**config.mk**
```make
export PLATFORM = sky130hd
export DESIGN_NAME = serial_cmd_decoder
export DESIGN_NICKNAME = d
export VERILOG_FILES = /design/src/rtl/debug_pkg.sv /design/src/rtl/byte_shift_reg32.sv /design/src/rtl/serial_cmd_decoder.sv
export SDC_FILE = /design/constraint.sdc
export NUM_CORES = 1
export LEC_CHECK = 0
export ABC_CLOCK_PERIOD_IN_PS = 3300
export BUFFER_PORTS_ARGS = -buffer_cell sky130_fd_sc_hd__buf_2
export CORE_ASPECT_RATIO = 2
export CORE_MARGIN = 10
export CORE_UTILIZATION = 53
export DETAILED_ROUTE_END_ITERATION = 6
export GPL_ROUTABILITY_DRIVEN = 1
export HOLD_SLACK_MARGIN = 0.05
export MAX_ROUTING_LAYER = met4
export PLACE_DENSITY_LB_ADDON = 0.25
export SYNTH_ARGS = -nofsm -noshare
export SYNTH_HDL_FRONTEND = slang
export SYNTH_SLANG_ARGS = --single-unit
```
**constraint.sdc**
```tcl
create_clock -name clk -period 3.3 [get_ports clk]
set_clock_uncertainty 0.05 [all_clocks]
set_input_delay 0.165 -clock clk [delete_from_list [all_inputs] [get_ports clk]]
set_output_delay 0.165 -clock clk [all_outputs]
set_load 0.02 [all_outputs]
```
**src/rtl/debug_pkg.sv**
```systemverilog
// debug_pkg: shared definitions for the UART debugger front end.
//   - command code constants and reply bytes (ACK / ERR)
//   - decoder state enum (S_CHK exists only when SDEC_CHECKSUM_EN is defined)
//   - helpers: needs_addr / needs_data / is_read / is_ctrl
package debug_pkg;

  localparam logic [3:0] CMD_PAUSE    = 4'h1;
  localparam logic [3:0] CMD_RESUME   = 4'h2;
  localparam logic [3:0] CMD_STEP     = 4'h3;
  localparam logic [3:0] CMD_RESET    = 4'h4;
  localparam logic [3:0] CMD_STATUS   = 4'h5;
  localparam logic [3:0] CMD_MEM_RD_B = 4'h6;
  localparam logic [3:0] CMD_MEM_RD_W = 4'h7;
  localparam logic [3:0] CMD_REG_RD   = 4'h8;
  localparam logic [3:0] CMD_BP_ADD   = 4'h9;
  localparam logic [3:0] CMD_BP_RM    = 4'hA;
  localparam logic [3:0] CMD_MEM_WR_B = 4'hB;
  localparam logic [3:0] CMD_MEM_WR_W = 4'hC;
  localparam logic [3:0] CMD_REG_WR   = 4'hD;

  localparam logic [7:0] REPLY_ACK = 8'hA5;
  localparam logic [7:0] REPLY_ERR = 8'hEE;

  typedef enum logic [2:0] {
    S_CMD   = 3'd0,
    S_ADDR  = 3'd1,
    S_DATA  = 3'd2,
    S_ISSUE = 3'd3,
    S_WAIT  = 3'd4,
    S_REPLY = 3'd5
`ifdef SDEC_CHECKSUM_EN
    , S_CHK = 3'd6
`endif
  } state_t;

  function automatic logic needs_addr(input logic [3:0] code);
    return (code >= CMD_MEM_RD_B) && (code <= CMD_REG_WR);
  endfunction

  function automatic logic needs_data(input logic [3:0] code);
    return (code >= CMD_MEM_WR_B) && (code <= CMD_REG_WR);
  endfunction

  function automatic logic is_read(input logic [3:0] code);
    return (code >= CMD_MEM_RD_B) && (code <= CMD_REG_RD);
  endfunction

  // Address-less commands that still go to the controller.
  function automatic logic is_ctrl(input logic [3:0] code);
    return (code >= CMD_PAUSE) && (code <= CMD_STATUS);
  endfunction

endpackage

```
**src/rtl/byte_shift_reg32.sv**
```systemverilog
// byte_shift_reg32: 32-bit register that shifts in one byte per load, MSB
// first, with a 2-bit index of the byte position within the word.
//   clk, rst   : clock, synchronous active-high reset
//   clr        : clear value and index
//   load       : shift byte_in into the low byte
//   byte_in    : incoming byte
//   q          : assembled word
//   idx        : number of bytes shifted in so far (mod 4)
module byte_shift_reg32 (
  input  logic        clk,
  input  logic        rst,
  input  logic        clr,
  input  logic        load,
  input  logic [7:0]  byte_in,
  output logic [31:0] q,
  output logic [1:0]  idx
);

  always_ff @(posedge clk) begin
    if (rst || clr) begin
      q   <= '0;
      idx <= '0;
    end else if (load) begin
      q   <= {q[23:0], byte_in};
      idx <= idx + 2'd1;
    end
  end

endmodule

```
**src/rtl/serial_cmd_decoder.sv**
```systemverilog
// serial_cmd_decoder: assembles host byte frames (cmd, optional 4-byte
// address, optional 4-byte data) into a controller command, pulses in_valid,
// waits for the controller, then sends the reply bytes to the UART TX.
//
// Optional build macro: SDEC_CHECKSUM_EN -- frames carry a trailing XOR byte
// checked in S_CHK; a mismatch suppresses the command and replies 0xEE.
//
// Ports:
//   clk, rst            : clock, synchronous active-high reset
//   rx_data, rx_valid   : received byte and its one-cycle strobe
//   tx_busy             : transmitter busy (rises the cycle after tx_start)
//   tx_data, tx_start   : byte to transmit and its one-cycle strobe
//   cmd, addr, data     : command to controller
//   in_valid            : one-cycle command strobe
//   ctrlr_busy, error   : controller status (busy includes in_valid)
//   rd_data             : controller read result, valid when busy falls
module serial_cmd_decoder
  import debug_pkg::*;
#(
  parameter int CLK_RATE       = 50,
  parameter int GAP_TIMEOUT_US = 1000
) (
  input  logic        clk,
  input  logic        rst,
  input  logic [7:0]  rx_data,
  input  logic        rx_valid,
  input  logic        tx_busy,
  output logic [7:0]  tx_data,
  output logic        tx_start,
  output logic [3:0]  cmd,
  output logic [31:0] addr,
  output logic [31:0] data,
  output logic        in_valid,
  input  logic        ctrlr_busy,
  input  logic        error,
  input  logic [31:0] rd_data
);

  localparam int GAP_CYCLES = GAP_TIMEOUT_US * CLK_RATE;
  localparam int GAP_W      = $clog2(GAP_CYCLES + 1);

`ifdef SDEC_CHECKSUM_EN
  localparam state_t FRAME_END = S_CHK;
`else
  localparam state_t FRAME_END = S_ISSUE;
`endif

  state_t             state_q, state_d;
  logic [3:0]         cmd_q;
  logic [GAP_W-1:0]   gap_q;
  logic               gap_expired;
  logic               wait_first_q;
  logic               guard_q;
  logic [1:0]         rem_q;
  logic [31:0]        reply_q;
  logic [1:0]         addr_idx, data_idx;

  logic               cmd_ld, fld_clr, addr_ld, data_ld;
  logic               rep_ld, rep_shift, tx_fire, gap_run;
  logic [31:0]        rep_word;
  logic [1:0]         rep_rem;

`ifdef SDEC_CHECKSUM_EN
  logic [7:0]         chk_q;
`endif

  assign cmd         = cmd_q;
  assign gap_expired = (gap_q == GAP_W'(GAP_CYCLES));

  byte_shift_reg32 u_addr (
    .clk     (clk),
    .rst     (rst),
    .clr     (fld_clr),
    .load    (addr_ld),
    .byte_in (rx_data),
    .q       (addr),
    .idx     (addr_idx)
  );

  byte_shift_reg32 u_data (
    .clk     (clk),
    .rst     (rst),
    .clr     (fld_clr),
    .load    (data_ld),
    .byte_in (rx_data),
    .q       (data),
    .idx     (data_idx)
  );

  always_comb begin
    state_d   = state_q;
    cmd_ld    = 1'b0;
    fld_clr   = 1'b0;
    addr_ld   = 1'b0;
    data_ld   = 1'b0;
    rep_ld    = 1'b0;
    rep_word  = '0;
    rep_rem   = '0;
    rep_shift = 1'b0;
    tx_fire   = 1'b0;
    gap_run   = 1'b0;
    in_valid  = 1'b0;
    tx_start  = 1'b0;
    tx_data   = '0;

    case (state_q)
      S_CMD: begin
        if (rx_valid) begin
          cmd_ld  = 1'b1;
          fld_clr = 1'b1;
          if (needs_addr(rx_data[3:0])) begin
            state_d = S_ADDR;
          end else if (is_ctrl(rx_data[3:0])) begin
            state_d = FRAME_END;
          end else begin
            // Unknown code: reject without bothering the controller.
            state_d  = S_REPLY;
            rep_ld   = 1'b1;
            rep_word = {REPLY_ERR, 24'h0};
          end
        end
      end

      S_ADDR: begin
        gap_run = 1'b1;
        if (rx_valid) begin
          addr_ld = 1'b1;
          if (addr_idx == 2'd3)
            state_d = needs_data(cmd_q) ? S_DATA : FRAME_END;
        end else if (gap_expired) begin
          state_d = S_CMD;
        end
      end

      S_DATA: begin
        gap_run = 1'b1;
        if (rx_valid) begin
          data_ld = 1'b1;
          if (data_idx == 2'd3)
            state_d = FRAME_END;
        end else if (gap_expired) begin
          state_d = S_CMD;
        end
      end

`ifdef SDEC_CHECKSUM_EN
      S_CHK: begin
        gap_run = 1'b1;
        if (rx_valid) begin
          if (rx_data == chk_q) begin
            state_d = S_ISSUE;
          end else begin
            state_d  = S_REPLY;
            rep_ld   = 1'b1;
            rep_word = {REPLY_ERR, 24'h0};
          end
        end else if (gap_expired) begin
          state_d = S_CMD;
        end
      end
`endif

      S_ISSUE: begin
        in_valid = 1'b1;
        state_d  = S_WAIT;
      end

      S_WAIT: begin
        // The first WAIT cycle still sees busy driven by our own in_valid.
        if (!wait_first_q && !ctrlr_busy) begin
          state_d = S_REPLY;
          rep_ld  = 1'b1;
          if (is_read(cmd_q) && !error) begin
            rep_word = (cmd_q == CMD_MEM_RD_B) ? {24'h0, rd_data[7:0]} : rd_data;
            rep_rem  = 2'd3;
          end else begin
            rep_word = {(error ? REPLY_ERR : REPLY_ACK), 24'h0};
          end
        end
      end

      S_REPLY: begin
        // Next byte always sits in the top byte of reply_q.
        tx_data = reply_q[31:24];
        if (!guard_q) begin
          if (!tx_busy) begin
            tx_start = 1'b1;
            tx_fire  = 1'b1;
          end
        end else if (rem_q == 2'd0) begin
          state_d = S_CMD;
        end else begin
          rep_shift = 1'b1;
        end
      end

      default: state_d = S_CMD;
    endcase
  end

  always_ff @(posedge clk) begin
    if (rst) begin
      state_q      <= S_CMD;
      cmd_q        <= '0;
      gap_q        <= '0;
      wait_first_q <= 1'b0;
      guard_q      <= 1'b0;
      rem_q        <= '0;
    end else begin
      state_q      <= state_d;
      wait_first_q <= (state_q == S_ISSUE);
      guard_q      <= tx_fire;
      if (cmd_ld)
        cmd_q <= rx_data[3:0];
      if (!gap_run || rx_valid)
        gap_q <= '0;
      else if (!gap_expired)
        gap_q <= gap_q + GAP_W'(1);
      if (rep_ld)
        rem_q <= rep_rem;
      else if (rep_shift)
        rem_q <= rem_q - 2'd1;
    end
  end

  // Reply payload; only observed through tx_data while in S_REPLY.
  always_ff @(posedge clk) begin
    if (rep_ld)
      reply_q <= rep_word;
    else if (rep_shift)
      reply_q <= {reply_q[23:0], 8'h00};
  end

`ifdef SDEC_CHECKSUM_EN
  always_ff @(posedge clk) begin
    if (cmd_ld)
      chk_q <= rx_data;
    else if (addr_ld || data_ld)
      chk_q <= chk_q ^ rx_data;
  end
`endif

endmodule

```
# Word level (Yosys, flattened, before mapping)
# Index checks and enable logic that the tools add are counted.
# word_totals
reg_bits	127
inputBits	46
out_inout_bits	78
# op_classes
addsub	4
n_lt_le_gt_ge	8
eq_ne	15
muxes	46
reduce_logical	18
# ops
operator	n
two-way mux 32 bit	8
one-hot mux 32 bit (2 select lines)	1
two-way mux 3 bit	11
one-hot mux 3 bit (6 select lines)	1
two-way mux 1 bit	17
adder 16 x 1 -> 16 bit, second input constant	1
equality test 16 bit, second input constant	1
<= comparator 4 bit, second input constant	3
two-way mux 2 bit	5
greater-or-equal comparator 4 x 3 -> 1 bit, second input constant	2
two-way mux 8 bit	1
inequality test 2 bit, second input constant	4
two-way mux 7 bit	1
equality test 3 x 2 -> 1 bit, second input constant	2
equality test 3 bit, second input constant	2
logical AND 1 bit	6
inequality test 3 bit, second input constant	2
AND reduction 6 bit	1
adder 2 x 1 -> 2 bit, second input constant	2
equality test 2 bit, second input constant	2
equality test 4 x 3 -> 1 bit, second input constant	1
greater-or-equal comparator 4 x 1 -> 1 bit, second input constant	1
greater-or-equal comparator 4 bit, second input constant	1
<= comparator 4 x 3 -> 1 bit, second input constant	1
other kinds (9)	14

# Longest topological paths before layout
# Gate-level depths: netlist (run 1).
# logic_depth
word_depth	7
depth_mapped	7
mapped_depth_nobuf	6

# Hierarchy
# From an unflattened synthesis (run 1), not the netlist that was laid out.
# unflattened
cells_unflattened	496
hier_area_um2	5447.7
# by_module_without_submodules
mod	n_inst	cells_per_inst	area_each_um2	seq_area_each_um2
serial_cmd_decoder	1	272	2922.8	1501.4
byte_shift_reg32	2	112	1262.5	680.7

# Worst setup path before layout (run 1)
# OpenSTA, ideal clock, no wires.
# synth_path
path_type	reg-to-reg
start	reg state_q[0]
end	reg reply_q[0], enable pin
setup_time_ns	0.389
arrival_time_ns	2.089
setup_slack_ns	0.772
path_stages_with_launch	7
n_path_buf	2
period_less_slack_ns	2.528
path_cell_list	dfxtp_1 > or2_2 > buf_2 > or2_1 > and2_4 > buf_2 > nand2_1
# synth_via
elab_chain_cells	3
elab_cells_between_ends	6
# synth_rtl
item	line	source
start: declaration	serial_cmd_decoder.sv:48	state_t state_q, state_d;
start signal: assignment	serial_cmd_decoder.sv:210	state_q <= state_d;
equality test 3 bit or zero test 3 bit (tied branches)	serial_cmd_decoder.sv:106	case (state_q)
one-hot mux 1 bit (2 select lines) or two-way mux 1 bit (tied branches)	serial_cmd_decoder.sv:106	
nonzero test 2 bit (no source line) (*)	--	
end signal: assignment	serial_cmd_decoder.sv:229	reply_q <= rep_word;
end signal: assignment	serial_cmd_decoder.sv:231	reply_q <= {reply_q[23:0], 8'h00};
end: declaration	serial_cmd_decoder.sv:55	logic [31:0] reply_q;
# Mark *: on every way between the ends. The rest lies on a longest branch, timed or not.
# A chain may end at the register's enable or synchronous reset.

# Worst setup path after layout (run 1)
# layout_path
start	reg state_q[2]
end	reg reply_q[25], enable pin
# The elaborated chain is that of the path after synthesis.

==> results.txt, run 1 <==
----------------------------------------------------
[Pwr]
  Power share of the combinational group ... 0.175
  Clock network fraction of design power ... 0.422
  Maximum vdd ir drop ... 0.455 mV
  Flop pwr share ... 0.403
  Switching Share ... 0.279
  Total leakage power ... 2.70 nW
  Internal power of the cells ... 0.00329 W
  Switching power summed over all nets ... 0.00128 W
  Total power divided by cell area ... 664 nW/um^2
  Post-layout power ... 0.00457 W

[Die]
  Floorplan die width ... 90.4 um
  Y dimension of the die ... 161 um
  Core region area ... 9700 um^2
  Starting Density ... 0.541
  Number of placement rows ... 51
  I/O pin cnt ... 124
  DIE AREA ... 14,500 um^2

[Detailed routing]
  Via total after detailed routing ... 4,587
  Detailed-route DRC error count ... 0
  Detail Route Antenna Nets ... 0
  Number of DRC violations after detailed-routing iteration 0 ... 345
  DR WL/cell ... 15.7 um
  Final Routed Wirelength ... 13.5 mm
  Vias per cell ... 5.33
  DR pass1 iterations ... 5

[STA]
  Final hold violation count ... 0
  Final period utilization ... 0.735
  Maximum frequency from static timing analysis ... 412 MHz
  Aggregate negative setup slack ... 0 ps
  Tightest hold margin ... 68.6 ps
  Final count of pins violating max slew ... 0
  Minimum clock period ... 2420 ps
  Normalized max-slew margin ... 0.341
  Pin slew with the least headroom to its limit ... 987 ps
  Setup Viol. Count Final ... 0
  RSZ-0062 raised after global routing ... false

[Yosys]
  Share of cell area taken by muxes after synthesis ... 0.00763
  Dominant combinational cell family by area after synthesis ... simple AND/OR/NAND/NOR gates
  Synth Area in XOR/XNOR ... 0.0234
  Netlist cell types ... 52
  Top-area cell type share of the netlist area ... 0.362
  Warnings, synthesis ... 0
  Fraction of the mapped netlist area in compound gates ... 0.145
  Seq cells post-synth ... 127
  EDFF count, synth ... 32
  Share of flip-flops with an asynchronous set or reset after synthesis ... 0
  Mean Syn Cell Area ... 9.25 um^2
  Adder and majority cell fraction of the synthesized area ... 0.0119
  Synthesized Nets ... 618
  Top FF cell, synth ... sky130_fd_sc_hd__dfxtp_1
  Simple-gate share of the synthesized area ... 0.228
  Area contributors post-synth ... sky130_fd_sc_hd__dfxtp_1 36%, sky130_fd_sc_hd__edfxtp_1 18%, sky130_fd_sc_hd__nand2_1 11%
  Part of the Yosys area used for sequential elements ... 0.546
  Biggest area consumer among synthesized cells ... sky130_fd_sc_hd__dfxtp_1
  Count of mapped cells out of synthesis ... 567
  Post-synthesis instance area ... 5250 um^2

[Clocking]
  Clk buf depth ... 2
  TritonCTS clock tree ... done
  Clock Latency Late Sink ... 410 ps
  Clock root buffer ... sky130_fd_sc_hd__clkbuf_16
  Number of sinks handled by clock tree synthesis ... 127
  # resized after CTS ... 0
  Clock Pin Slew Worst Setup and Hold Paths ... 60 ps
  Total number of H-tree levels ... 4
  Number of buffers added by the clock tree synthesis step ... 17

[Global routing]
  GRT Total Usage ... 0.189
  Via count of the first global-routing pass ... 4,521
  Global-route wire length before repair ... 21.7 mm
  Met2 track utilization from global routing ... 0.332
  Grt total ovfl ... 0
  Initial antenna violation count ... 0
  Global-route met3 utilization ... 0.0420
  Met1 usage in global routing ... 0.188
  Most heavily used metal layer in global routing ... met2
  Maximum number of pins on one net before global-route repair ... 69

[Final layout]
  Share of post-route cells with drive strength above 1 ... 0.232
  Net total in the final layout ... 768
  Number of inserted diodes ... 0
  Share of the core filled with cells in the final layout ... 0.710
  Layout overhead on the synthesized area ... 31.2%
  Number of filler cells placed in the layout ... 765
  Number of cells in the finished layout apart from fillers ... 861

[Critical path]
  Worst path cell trace ... or3b_4, or2_1, and2_4, nand2_1, buf_4
  Arrival time reported for the critical path endpoint ... 2440 ps
  Critical Path Sink Type ... flop
  Crit Path Category ... flop to flop
  Reg2reg end ... reply_q[25]
  Biggest fanout along the worst timing path ... 32
  Critical path origin ... state_q[2]
  Crit start category ... flop
  Capture point of the worst path ... reply_q[25]
  Required @ worst endpoint ... 3320 ps
  Worst reg2reg path depth ... 5
  Critical register-to-register path startpoint ... state_q[2]
  Cell with the biggest individual delay on the critical path ... sky130_fd_sc_hd__dfxtp_1
  Flop2flop setup slack ... 880 ps
  Highest cell delay on the worst timing path ... 560 ps

[Placement]
  # placed instances ... 795
  Quantity of I/O buffers inserted on ports ... 123
  RD Place Congestion ... 0.831
  DP Wirelength ... 9.15 mm

[Run]
  Total of max-cap violations ... 0

[Status]
  Status ... complete, no violations

[Min path]
  HP Class ... input pin to flop
  Hold path cells ... 3

----------------------------------------------------
-- sequential cells by signal, indices dropped and copies added, names as in the netlist --
register      count
reply_q          32
u_addr.q         32
u_data.q         32
gap_q            16
cmd               4
state_q           3
rem_q             2
u_addr.idx        2
u_data.idx        2
guard_q           1
wait_first_q      1
-- how the worst min path moves through the flow --
stage,start,end,slack [ps]
4_1_cts,rd_data[30],reply_q[30],50
2_1_floorplan,tx_busy,guard_q,190
3_3_place_gp,tx_busy,guard_q,310
5_1_grt,rd_data[25],reply_q[25],90
6_report,rd_data[25],reply_q[25],70
3_5_place_dp,tx_busy,guard_q,320
-- cell usage after synthesis, types with 9 or more instances --
master	instances
sky130_fd_sc_hd__nand2_1	149
sky130_fd_sc_hd__dfxtp_1	95
sky130_fd_sc_hd__a21oi_1	73
sky130_fd_sc_hd__edfxtp_1	32
sky130_fd_sc_hd__nor2_1	29
sky130_fd_sc_hd__a22o_1	18
sky130_fd_sc_hd__and2_1	17
sky130_fd_sc_hd__buf_2	15
sky130_fd_sc_hd__xnor2_1	12
sky130_fd_sc_hd__clkbuf_1	10
sky130_fd_sc_hd__inv_1	10
sky130_fd_sc_hd__nand3_1	9
sky130_fd_sc_hd__o21ai_0	9
-- critical path: cells and delay by family (launching register included) --
family	cells	cell delay, ps
simple gates	4	1090
buf+inv	1	360
flops	1	560
-- layout by cell type (no fill, tap or decap), drive strengths merged, types with 11 or more instances in the layout --
master and count:
a21oi 73, a22o 18, dlygate4sd3 35, xnor2 12, buf 128, edfxtp 32
nor2 29, clkbuf 24, dfxtp 95, nand2 149, and2 18, inv 11
-- layout make-up --
cell class	count	area [um^2]	area share
flip-flops and latches	127	2860	0.416
multi-input cells	398	2190	0.319
repair buffers	163	1000	0.146
clock buffers	24	526	0.0763
well taps	132	165	0.0240
clock inverters	7	96.3	0.0140
inverters	10	37.5	0.00545
-- cell families (layout without fill, tap and decap cells) --
group,Yosys count,count (layout)
adder cells (fa/ha/maj),5,5
AND/OR/NAND/NOR,255,255
XOR/XNOR,14,14
flip-flops,127,127
buffers and inverters,42,204
AO/OA/AOI/OAI,120,120
multiplexers,4,4
-- metrics by stage --
| stage | setup slack [ps] | cell area [um^2] |
|---|---|---|
| 2_1_floorplan | 772 | 5250 |
| 3_3_place_gp | 979 | 5910 |
| 3_5_place_dp | 892 | 5910 |
| 4_1_cts | 885 | 6880 |
| 5_1_grt | 729 | 6880 |
| 6_report | 876 | 6880 |
-- routing by layer --
layer / up-vias / wire, um
met1: 2190 / 5120
met5: - / 0
li1: 2254 / -
met4: 0 / 463
met3: 35 / 481
met2: 108 / 7420
-- timing repair --
action / 4_1_cts / 5_1_grt
setup buffers: 0 / 0
endpoints found under the hold margin: 47 / 0
hold buffers: 35 / 0
-- power groups by stage --
stage                     Sequential (W)  Clock (W)  Combinational, W
after global placement           0.00186          0          0.000745
after floorplan                  0.00186          0          0.000591
after global routing             0.00186    0.00201          0.000884
after detailed placement         0.00187          0          0.000769
final                            0.00184    0.00193          0.000801
after CTS                        0.00184    0.00195          0.000802
Note: power is estimated with default switching activity, not from simulation.
==> inputs of run 2 (changes only) <==
--- a/config.mk
+++ b/config.mk
@@ -5,11 +5,12 @@
 export SDC_FILE = /design/constraint.sdc
 export NUM_CORES = 1
 export LEC_CHECK = 0
-export ABC_CLOCK_PERIOD_IN_PS = 3300
+export ABC_AREA = 1
+export ABC_CLOCK_PERIOD_IN_PS = 2000
 export BUFFER_PORTS_ARGS = -buffer_cell sky130_fd_sc_hd__buf_2
 export CORE_ASPECT_RATIO = 2
 export CORE_MARGIN = 10
-export CORE_UTILIZATION = 53
+export CORE_UTILIZATION = 48
 export DETAILED_ROUTE_END_ITERATION = 6
 export GPL_ROUTABILITY_DRIVEN = 1
 export HOLD_SLACK_MARGIN = 0.05
==> constraint.sdc (replaced) <==
create_clock -name clk -period 2 [get_ports clk]
set_clock_uncertainty 0.05 [all_clocks]
set_input_delay 0.1 -clock clk [delete_from_list [all_inputs] [get_ports clk]]
set_output_delay 0.1 -clock clk [all_outputs]
set_load 0.02 [all_outputs]
==> run 2 against run 1 <==
  * Via count is 6.6% higher
  * Combinational power is 90% higher
  * Clock power is 46% higher
  * Register-to-register slack lost 690 ps
  * Setup slack got worse by 690 ps
  * Synthesized cell count grew 17%
  * Critical path depth is 5 higher
  * Critical path type unchanged
  * Critical endpoint is now rem_q[1]
  * Largest cell class unchanged
  * Largest power group is now registers
  * Highest routed layer unchanged
==> results.txt, run 2 <==
----------------------------------------------------
[Global routing]
  Initial antenna violation count ... 0 (unchanged)
  GRT Total Usage ... 0.186 (-0.00285)
  Global-route wire length before repair ... 23.2 mm (+7.1%)
  Grt total ovfl ... 0 (unchanged)
  Maximum number of pins on one net before global-route repair ... 43 (-38%)
  Via count of the first global-routing pass ... 4,912 (+8.6%)

[Final layout]
  Net total in the final layout ... 880 (+15%)
  Registers with the highest flip-flop counts ... reply_q (32), u_addr.q (32), u_data.q (32)
  Number of cells in the finished layout apart from fillers ... 980 (+14%)
  Number of inserted diodes ... 0 (unchanged)
  Area taken by multi-input logic gates ... 2060 um^2 (-6.1%)
  Most frequent standard cell in the layout excluding fill and tap cells ... sky130_fd_sc_hd__nand2_1
  Number of filler cells placed in the layout ... 944 (+23%)
  Share of the core filled with cells in the final layout ... 0.642 (-0.0681)
  Share of post-route cells with drive strength above 1 ... 0.221 (-0.0104)
  Highest-count cells in the layout ignoring fill and taps ... 195 x sky130_fd_sc_hd__nand2_1, 123 x sky130_fd_sc_hd__buf_2, 95 x sky130_fd_sc_hd__dfxtp_1, 94 x sky130_fd_sc_hd__a21oi_1, 71 x sky130_fd_sc_hd__inv_1
  Register cell area after layout ... 2860 um^2 (unchanged)
  Layout overhead on the synthesized area ... 30.9%

[Detailed routing]
  DR WL/cell ... 14.6 um (-6.4%)
  Number of DRC violations after detailed-routing iteration 0 ... 263 (-24%)
  Vias per cell ... 4.99 (-6.3%)
  Detailed-route DRC error count ... 0 (unchanged)
  DR pass1 iterations ... 5 (unchanged)
  Final Routed Wirelength ... 14.4 mm (+6.5%)
  Detail Route Antenna Nets ... 0 (unchanged)
  Via total after detailed routing ... 4,890 (+6.6%)

[Die]
  Number of placement rows ... 54 (+5.9%)
  Floorplan die width ... 94.8 um (+4.9%)
  Core region area ... 10,900 um^2 (+13%)
  Y dimension of the die ... 169 um (+5.5%)
  DIE AREA ... 16,100 um^2 (+11%)
  I/O pin cnt ... 124 (unchanged)
  Starting Density ... 0.490 (-0.0510)

[Placement]
  Worst slack at placement ... 200 ps (-693 ps)
  DP Wirelength ... 10.0 mm (+9.4%)
  RD Place Congestion ... 0.903 (+8.6%)
  Quantity of I/O buffers inserted on ports ... 123 (unchanged)
  # placed instances ... 911 (+15%)

[Yosys]
  Post-synthesis instance area ... 5360 um^2 (+2.2%)
  Area contributors post-synth ... sky130_fd_sc_hd__dfxtp_1 35%, sky130_fd_sc_hd__edfxtp_1 18%, sky130_fd_sc_hd__nand2_1 14%
  EDFF count, synth ... 32 (unchanged)
  Count of mapped cells out of synthesis ... 664 (+17%)
  Most frequent cell after synthesis ... sky130_fd_sc_hd__nand2_1
  Seq cells post-synth ... 127 (unchanged)
  Warnings, synthesis ... 0 (unchanged)
  Top-area cell type share of the netlist area ... 0.355 (-0.00786)
  Part of the Yosys area used for sequential elements ... 0.534 (-0.0118)
  Top FF cell, synth ... sky130_fd_sc_hd__dfxtp_1
  Mean Syn Cell Area ... 8.08 um^2 (-13%)
  Share of flip-flops with an asynchronous set or reset after synthesis ... 0 (unchanged)
  Netlist cell types ... 31 (-40%)
  Synthesized Nets ... 715 (+16%)
  Top cells by count, synth ... 195 x sky130_fd_sc_hd__nand2_1, 95 x sky130_fd_sc_hd__dfxtp_1, 94 x sky130_fd_sc_hd__a21oi_1, 71 x sky130_fd_sc_hd__inv_1, 46 x sky130_fd_sc_hd__nor2_1
  Biggest area consumer among synthesized cells ... sky130_fd_sc_hd__dfxtp_1

[Critical path]
  Biggest fanout along the worst timing path ... 34 (+6.3%)
  Critical register-to-register path startpoint ... state_q[0]
  Flop2flop setup slack ... 190 ps (-690 ps)
  Highest cell delay on the worst timing path ... 470 ps (-90 ps)
  Critical Path Sink Type ... flop
  Worst reg2reg path depth ... 10 (+5)
  Arrival time reported for the critical path endpoint ... 2060 ps (-380 ps)
  Required @ worst endpoint ... 2250 ps (-1070 ps)
  Crit start category ... flop
  Cell with the biggest individual delay on the critical path ... sky130_fd_sc_hd__dfxtp_1
  Cell mode on critical path ... sky130_fd_sc_hd__inv_2
  Worst path cell trace ... inv_2, nand2_2, nor2_4, nand3_2, nand2_4, nor2_2, inv_2, buf_12, o21ai_1, nor2_1
  Reg2reg end ... rem_q[1]
  Crit Path Category ... flop to flop

[Pwr]
  Total leakage power ... 3.09 nW (+15%)
  Maximum vdd ir drop ... 0.682 mV (+50%)
  Total power divided by cell area ... 1060 nW/um^2 (+59%)

[Clocking]
  Number of sinks handled by clock tree synthesis ... 127 (unchanged)
  Number of buffers added by the clock tree synthesis step ... 17 (unchanged)
  Clk buf depth ... 2 (unchanged)
  TritonCTS clock tree ... done
  Count of buffers added by post-CTS timing repair for setup ... 0 (unchanged)
  Total number of H-tree levels ... 4 (unchanged)
  Clock Pin Slew Worst Setup and Hold Paths ... 50 ps (about the same)
  Clock Latency Late Sink ... 410 ps (about the same)
  Clock root buffer ... sky130_fd_sc_hd__clkbuf_16

[STA]
  Setup Viol. Count Final ... 0 (unchanged)
  Tightest hold margin ... 69.8 ps (+1.16 ps)
  Pin slew with the least headroom to its limit ... 501 ps (-485 ps)
  Worst setup margin ... 188 ps (-688 ps)
  Aggregate negative setup slack ... 0 ps (unchanged)
  Minimum clock period ... 1810 ps (-612 ps)
  Final count of pins violating max slew ... 0 (unchanged)
  RSZ-0062 raised after global routing ... false
  Normalized max-slew margin ... 0.665 (+0.325)
  Final hold violation count ... 0 (unchanged)
  Maximum frequency from static timing analysis ... 552 MHz (+34%)
  Final period utilization ... 0.906 (+0.171)

[Status]
  Status ... complete, no violations

[Min path]
  Worst Hold Path EP ... reply_q[27]
  Launch point of the worst hold path ... rd_data[27]
  Hold path cells ... 3 (unchanged)
  HP Class ... input pin to flop

[Run]
  Total of max-cap violations ... 0 (unchanged)

----------------------------------------------------
-- run 2: cell types whose count changed in the layout (fill, tap and decap cells not counted), moves of 5 or more --
cell	delta
sky130_fd_sc_hd__a21oi_1	+21
sky130_fd_sc_hd__a22o_1	-17
sky130_fd_sc_hd__and2_1	-17
sky130_fd_sc_hd__inv_1	+61
sky130_fd_sc_hd__inv_2	+7
sky130_fd_sc_hd__nand2_1	+46
sky130_fd_sc_hd__nand3_2	+5
sky130_fd_sc_hd__nor2_1	+18
sky130_fd_sc_hd__nor2_4	+5
sky130_fd_sc_hd__nor4_1	-7
sky130_fd_sc_hd__o21ai_0	+20
sky130_fd_sc_hd__o21ai_1	+9
sky130_fd_sc_hd__xnor2_1	-12
-- run 2: cell families after synthesis --
| logic type | Yosys count | share of synthesized area |
|---|---|---|
| fa+ha+maj | 5 | 0.0117 |
| flops | 127 | 0.534 |
| simple gates | 282 | 0.226 |
| compound gates | 146 | 0.143 |
| buf+inv | 102 | 0.0823 |
| xor+xnor | 2 | 0.00327 |
-- run 2: stage by stage --
step           power (W)  instance area, um^2
3_3_place_gp     0.00451                 6090
6_report         0.00742                 7020
5_1_grt          0.00778                 7020
3_5_place_dp     0.00457                 6090
2_1_floorplan    0.00417                 5360
4_1_cts          0.00745                 7020
-- run 2: area by class of cell --
cell class                 instances  share of cell area
clock buffer                      24              0.0686
clock inverter                     6             0.00855
inverter                          78              0.0417
multi-input combinational        435               0.293
sequential                       127               0.408
tap                              140              0.0249
timing repair buffer             170               0.155
-- run 2: worst max-delay path by stage --
stage	slack, ps	from	cells after the start	endpoint
CTS	180	state_q[0]	10	rem_q[1]
floorplan	170	state_q[2]	5	reply_q[0]
detailed placement	200	state_q[0]	10	rem_q[1]
global route	70	gap_q[0]	8	gap_q[15]
global placement	310	state_q[0]	8	reply_q[4]
finish	190	state_q[0]	10	rem_q[1]
-- run 2: per-layer routing --
metal	global-route usage	up-vias	routed length, um
met2	0.316	146	7560
met3	0.0487	30	789
met1	0.195	2250	5590
met5	-	-	0
met4	0.0825	0	412
li1	-	2464	-
-- run 2: timing repair --
action | CTS | global route
endpoints found under the hold margin | 51 | 0
hold buffers | 39 | 0
setup endpoints to repair | 0 | 0
resized for setup | 0 | 0
-- run 2: worst max-delay path: cells and delay by family (launching register included) --
family | cells | cell delay (ps)
compound gates | 1 | 160
simple gates | 6 | 680
buf+inv | 3 | 320
flops | 1 | 470
-- run 2: where the power goes --
part           leakage [nW]  total, W  internal, W  switching [W]
Clock                 0.262   0.00282      0.00178        0.00104
Combinational          1.77   0.00152     0.000493        0.00102
Sequential             1.06   0.00308      0.00293       0.000148
Total                  3.09   0.00742      0.00521        0.00221
==> inputs of run 3 (changes only) <==
--- a/config.mk
+++ b/config.mk
@@ -16,6 +16,7 @@
 export HOLD_SLACK_MARGIN = 0.05
 export MAX_ROUTING_LAYER = met4
 export PLACE_DENSITY_LB_ADDON = 0.25
+export SLEW_MARGIN = 20
 export SYNTH_ARGS = -nofsm -noshare
 export SYNTH_HDL_FRONTEND = slang
 export SYNTH_SLANG_ARGS = --single-unit
==> constraint.sdc (replaced) <==
create_clock -name clk -period 2 [get_ports clk]
set_clock_uncertainty 0.05 [all_clocks]
set_input_delay 0.1 -clock clk [delete_from_list [all_inputs] [get_ports clk]]
set_output_delay 0.1 -clock clk [all_outputs]
set_load 0.1 [all_outputs]
==> run 3 against run 2 <==
  * Combinational power rose by 28%
  * Register-to-register slack better by 30 ps
  * Largest cell class unchanged
  * Maximum frequency is 6.5% lower
  * Core utilization grew 0.49 points
==> results.txt, run 3 (synthesis results as in run 2) <==
----------------------------------------------------
[Global routing]
  Met2 track utilization from global routing ... 0.301 (-0.0153)
  Met1 usage in global routing ... 0.193 (-0.00158)
  Global-route met3 utilization ... 0.0611 (+0.0124)
  Maximum number of pins on one net before global-route repair ... 52 (+21%)
  Via count of the first global-routing pass ... 4,837 (-1.5%)
  Initial antenna violation count ... 0 (unchanged)
  Global-route wire length before repair ... 22.8 mm (-1.9%)
  Most heavily used metal layer in global routing ... met2
  Grt total ovfl ... 0 (unchanged)
  GRT Total Usage ... 0.183 (-0.00286)

[Clocking]
  Total number of H-tree levels ... 4 (unchanged)
  TritonCTS clock tree ... done
  Clock Pin Slew Worst Setup and Hold Paths ... 50 ps (about the same)
  Clock Latency Late Sink ... 420 ps (about the same)
  Clk buf depth ... 2 (unchanged)
  Clock root buffer ... sky130_fd_sc_hd__clkbuf_16
  Number of buffers added by the clock tree synthesis step ... 17 (unchanged)
  Number of sinks handled by clock tree synthesis ... 127 (unchanged)
  Count of buffers added by post-CTS timing repair for setup ... 0 (unchanged)

[Final layout]
  Number of cells in the finished layout apart from fillers ... 985 (+0.51%)
  Number of inserted diodes ... 0 (unchanged)
  Most frequent standard cell in the layout excluding fill and tap cells ... sky130_fd_sc_hd__nand2_1
  Layout overhead on the synthesized area ... 31.9%
  Highest-count cells in the layout ignoring fill and taps ... 195 x sky130_fd_sc_hd__nand2_1, 121 x sky130_fd_sc_hd__buf_2, 94 x sky130_fd_sc_hd__a21oi_1, 91 x sky130_fd_sc_hd__dfxtp_1, 71 x sky130_fd_sc_hd__inv_1
  Net total in the final layout ... 883 (+0.34%)
  Share of post-route cells with drive strength above 1 ... 0.232 (+0.0105)
  Registers with the highest flip-flop counts ... reply_q (32), u_addr.q (32), u_data.q (32)

[Die]
  Core region area ... 10,900 um^2 (unchanged)
  Y dimension of the die ... 169 um (unchanged)
  I/O pin cnt ... 124 (unchanged)
  Starting Density ... 0.490 (unchanged)
  DIE AREA ... 16,100 um^2 (unchanged)
  Floorplan die width ... 94.8 um (unchanged)
  Number of placement rows ... 54 (unchanged)

[Pwr]
  Internal power of the cells ... 0.00509 W (-2.2%)
  Total power divided by cell area ... 1100 nW/um^2 (+4.4%)
  Total leakage power ... 3.11 nW (+0.67%)
  Flop pwr share ... 0.395 (-0.020)
  Clock network fraction of design power ... 0.357 (-0.024)
  Maximum vdd ir drop ... 0.732 mV (+7.5%)
  Power share of the combinational group ... 0.248 (+0.044)
  Switching power summed over all nets ... 0.00271 W (+23%)
  Post-layout power ... 0.00780 W (+5.2%)
  Switching Share ... 0.347 (+0.0493)

[Critical path]
  Worst reg2reg path depth ... 8 (-2)
  Crit Path Category ... flop to output pin
  Arrival time reported for the critical path endpoint ... 1790 ps (-270 ps)
  Crit start category ... flop
  Critical register-to-register path startpoint ... state_q[0]
  Biggest fanout along the worst timing path ... 8 (-76%)
  Critical Path Sink Type ... output pin
  Flop2flop setup slack ... 220 ps (+30 ps)
  Required @ worst endpoint ... 1850 ps (-400 ps)
  Reg2reg end ... reply_q[25]

[Placement]
  # placed instances ... 911 (unchanged)
  RD Place Congestion ... 0.839 (-7.0%)
  Quantity of I/O buffers inserted on ports ... 123 (unchanged)
  Worst slack at placement ... 218 ps (+17.9 ps)
  DP Wirelength ... 9.83 mm (-1.7%)

[STA]
  Normalized max-slew margin ... 0.655 (-0.0104)
  Worst setup margin ... 61.9 ps (-126 ps)
  Pin slew with the least headroom to its limit ... 521 ps (+19.9 ps)
  Setup Viol. Count Final ... 0 (unchanged)
  Maximum frequency from static timing analysis ... 516 MHz (-6.5%)
  Minimum clock period ... 1940 ps (+126 ps)
  Final hold violation count ... 0 (unchanged)
  Final period utilization ... 0.969 (+0.0629)
  Final count of pins violating max slew ... 0 (unchanged)
  RSZ-0062 raised after global routing ... false

[Run]
  Total of max-cap violations ... 0 (unchanged)

[Detailed routing]
  Via total after detailed routing ... 4,906 (+0.33%)
  Final Routed Wirelength ... 14.1 mm (-1.8%)
  DR WL/cell ... 14.3 um (-2.3%)
  DR pass1 iterations ... 5 (unchanged)
  Detailed-route DRC error count ... 0 (unchanged)
  Number of DRC violations after detailed-routing iteration 0 ... 293 (+11%)
  Vias per cell ... 4.98 (-0.18%)
  Detail Route Antenna Nets ... 0 (unchanged)

[Status]
  Status ... complete, no violations

[Min path]
  Hold path cells ... 3 (unchanged)
  Launch point of the worst hold path ... rd_data[27]
  HP Class ... input pin to flop
  Worst Hold Path EP ... reply_q[27]

----------------------------------------------------
## run 3: cell types whose count changed in the layout (fill, tap and decap cells not counted), sizes merged
cell         change
clkbuf           -2
clkinv           +3
dlygate4sd3      +3
inv              +4
bufinv           -1
buf              -2
## run 3: power groups by stage
| stage | Clock (W) | Combinational (W) | Sequential [W] |
|---|---|---|---|
| after global routing | 0.00295 | 0.00211 | 0.00311 |
| after floorplan | 0 | 0.00114 | 0.00345 |
| final | 0.00279 | 0.00194 | 0.00308 |
| after CTS | 0.00284 | 0.00194 | 0.00308 |
| after global placement | 0 | 0.00182 | 0.00312 |
| after detailed placement | 0 | 0.00187 | 0.00313 |
## run 3: area by class of cell
class / count / area, um^2
Sequential cell: 127 / 2870
Fill cell: 974 / 3870
Inverter: 78 / 293
Multi-Input combinational cell: 435 / 2060
Clock inverter: 12 / 83.8
Tap cell: 140 / 175
Clock buffer: 20 / 457
Timing Repair Buffer: 173 / 1140
## run 3: how the worst max path moves through the flow
| stage | slack, ps | from | depth (start not counted) | endpoint |
|---|---|---|---|---|
| floorplan | -50 | state_q[2] | 2 | tx_data[0] |
| global placement | 300 | state_q[0] | 7 | reply_q[24] |
| detailed placement | 220 | state_q[0] | 8 | reply_q[25] |
| global route | 0.02 | state_q[2] | 4 | tx_data[6] |
| CTS | 60 | state_q[2] | 4 | tx_data[3] |
| finish | 60 | state_q[2] | 4 | tx_data[1] |
## run 3: stage by stage
stage           util  area [um^2]  hold WS (ps)  setup TNS (ps)
2_1_floorplan      -         5370           119            -374
3_3_place_gp   0.558         6110           243               0
3_5_place_dp   0.558         6110           247               0
4_1_cts        0.646         7070          59.6               0
5_1_grt        0.647         7080          76.8               0
6_report       0.647         7080          72.1               0
## run 3: what timing repair did
| item | CTS | global route |
|---|---|---|
| endpoints found under the hold margin | 54 | 0 |
| gates resized for setup | 0 | 2 |
| endpoints found under the setup margin | 0 | 2 |
| hold buffers | 42 | 0 |
## run 3: routing by layer
layer | vias to the layer above | part of all wire
met5 | - | 0
met4 | 0 | 0.028
met3 | 36 | 0.064
met2 | 167 | 0.52
met1 | 2223 | 0.39
li1 | 2480 | -
## run 3: worst max-delay path: stages, from the launching register on
cell and delay (ps):
sky130_fd_sc_hd__dfxtp_1 510, sky130_fd_sc_hd__nand3_2 120, sky130_fd_sc_hd__buf_4 180, sky130_fd_sc_hd__nor2_1 120, sky130_fd_sc_hd__buf_2 450
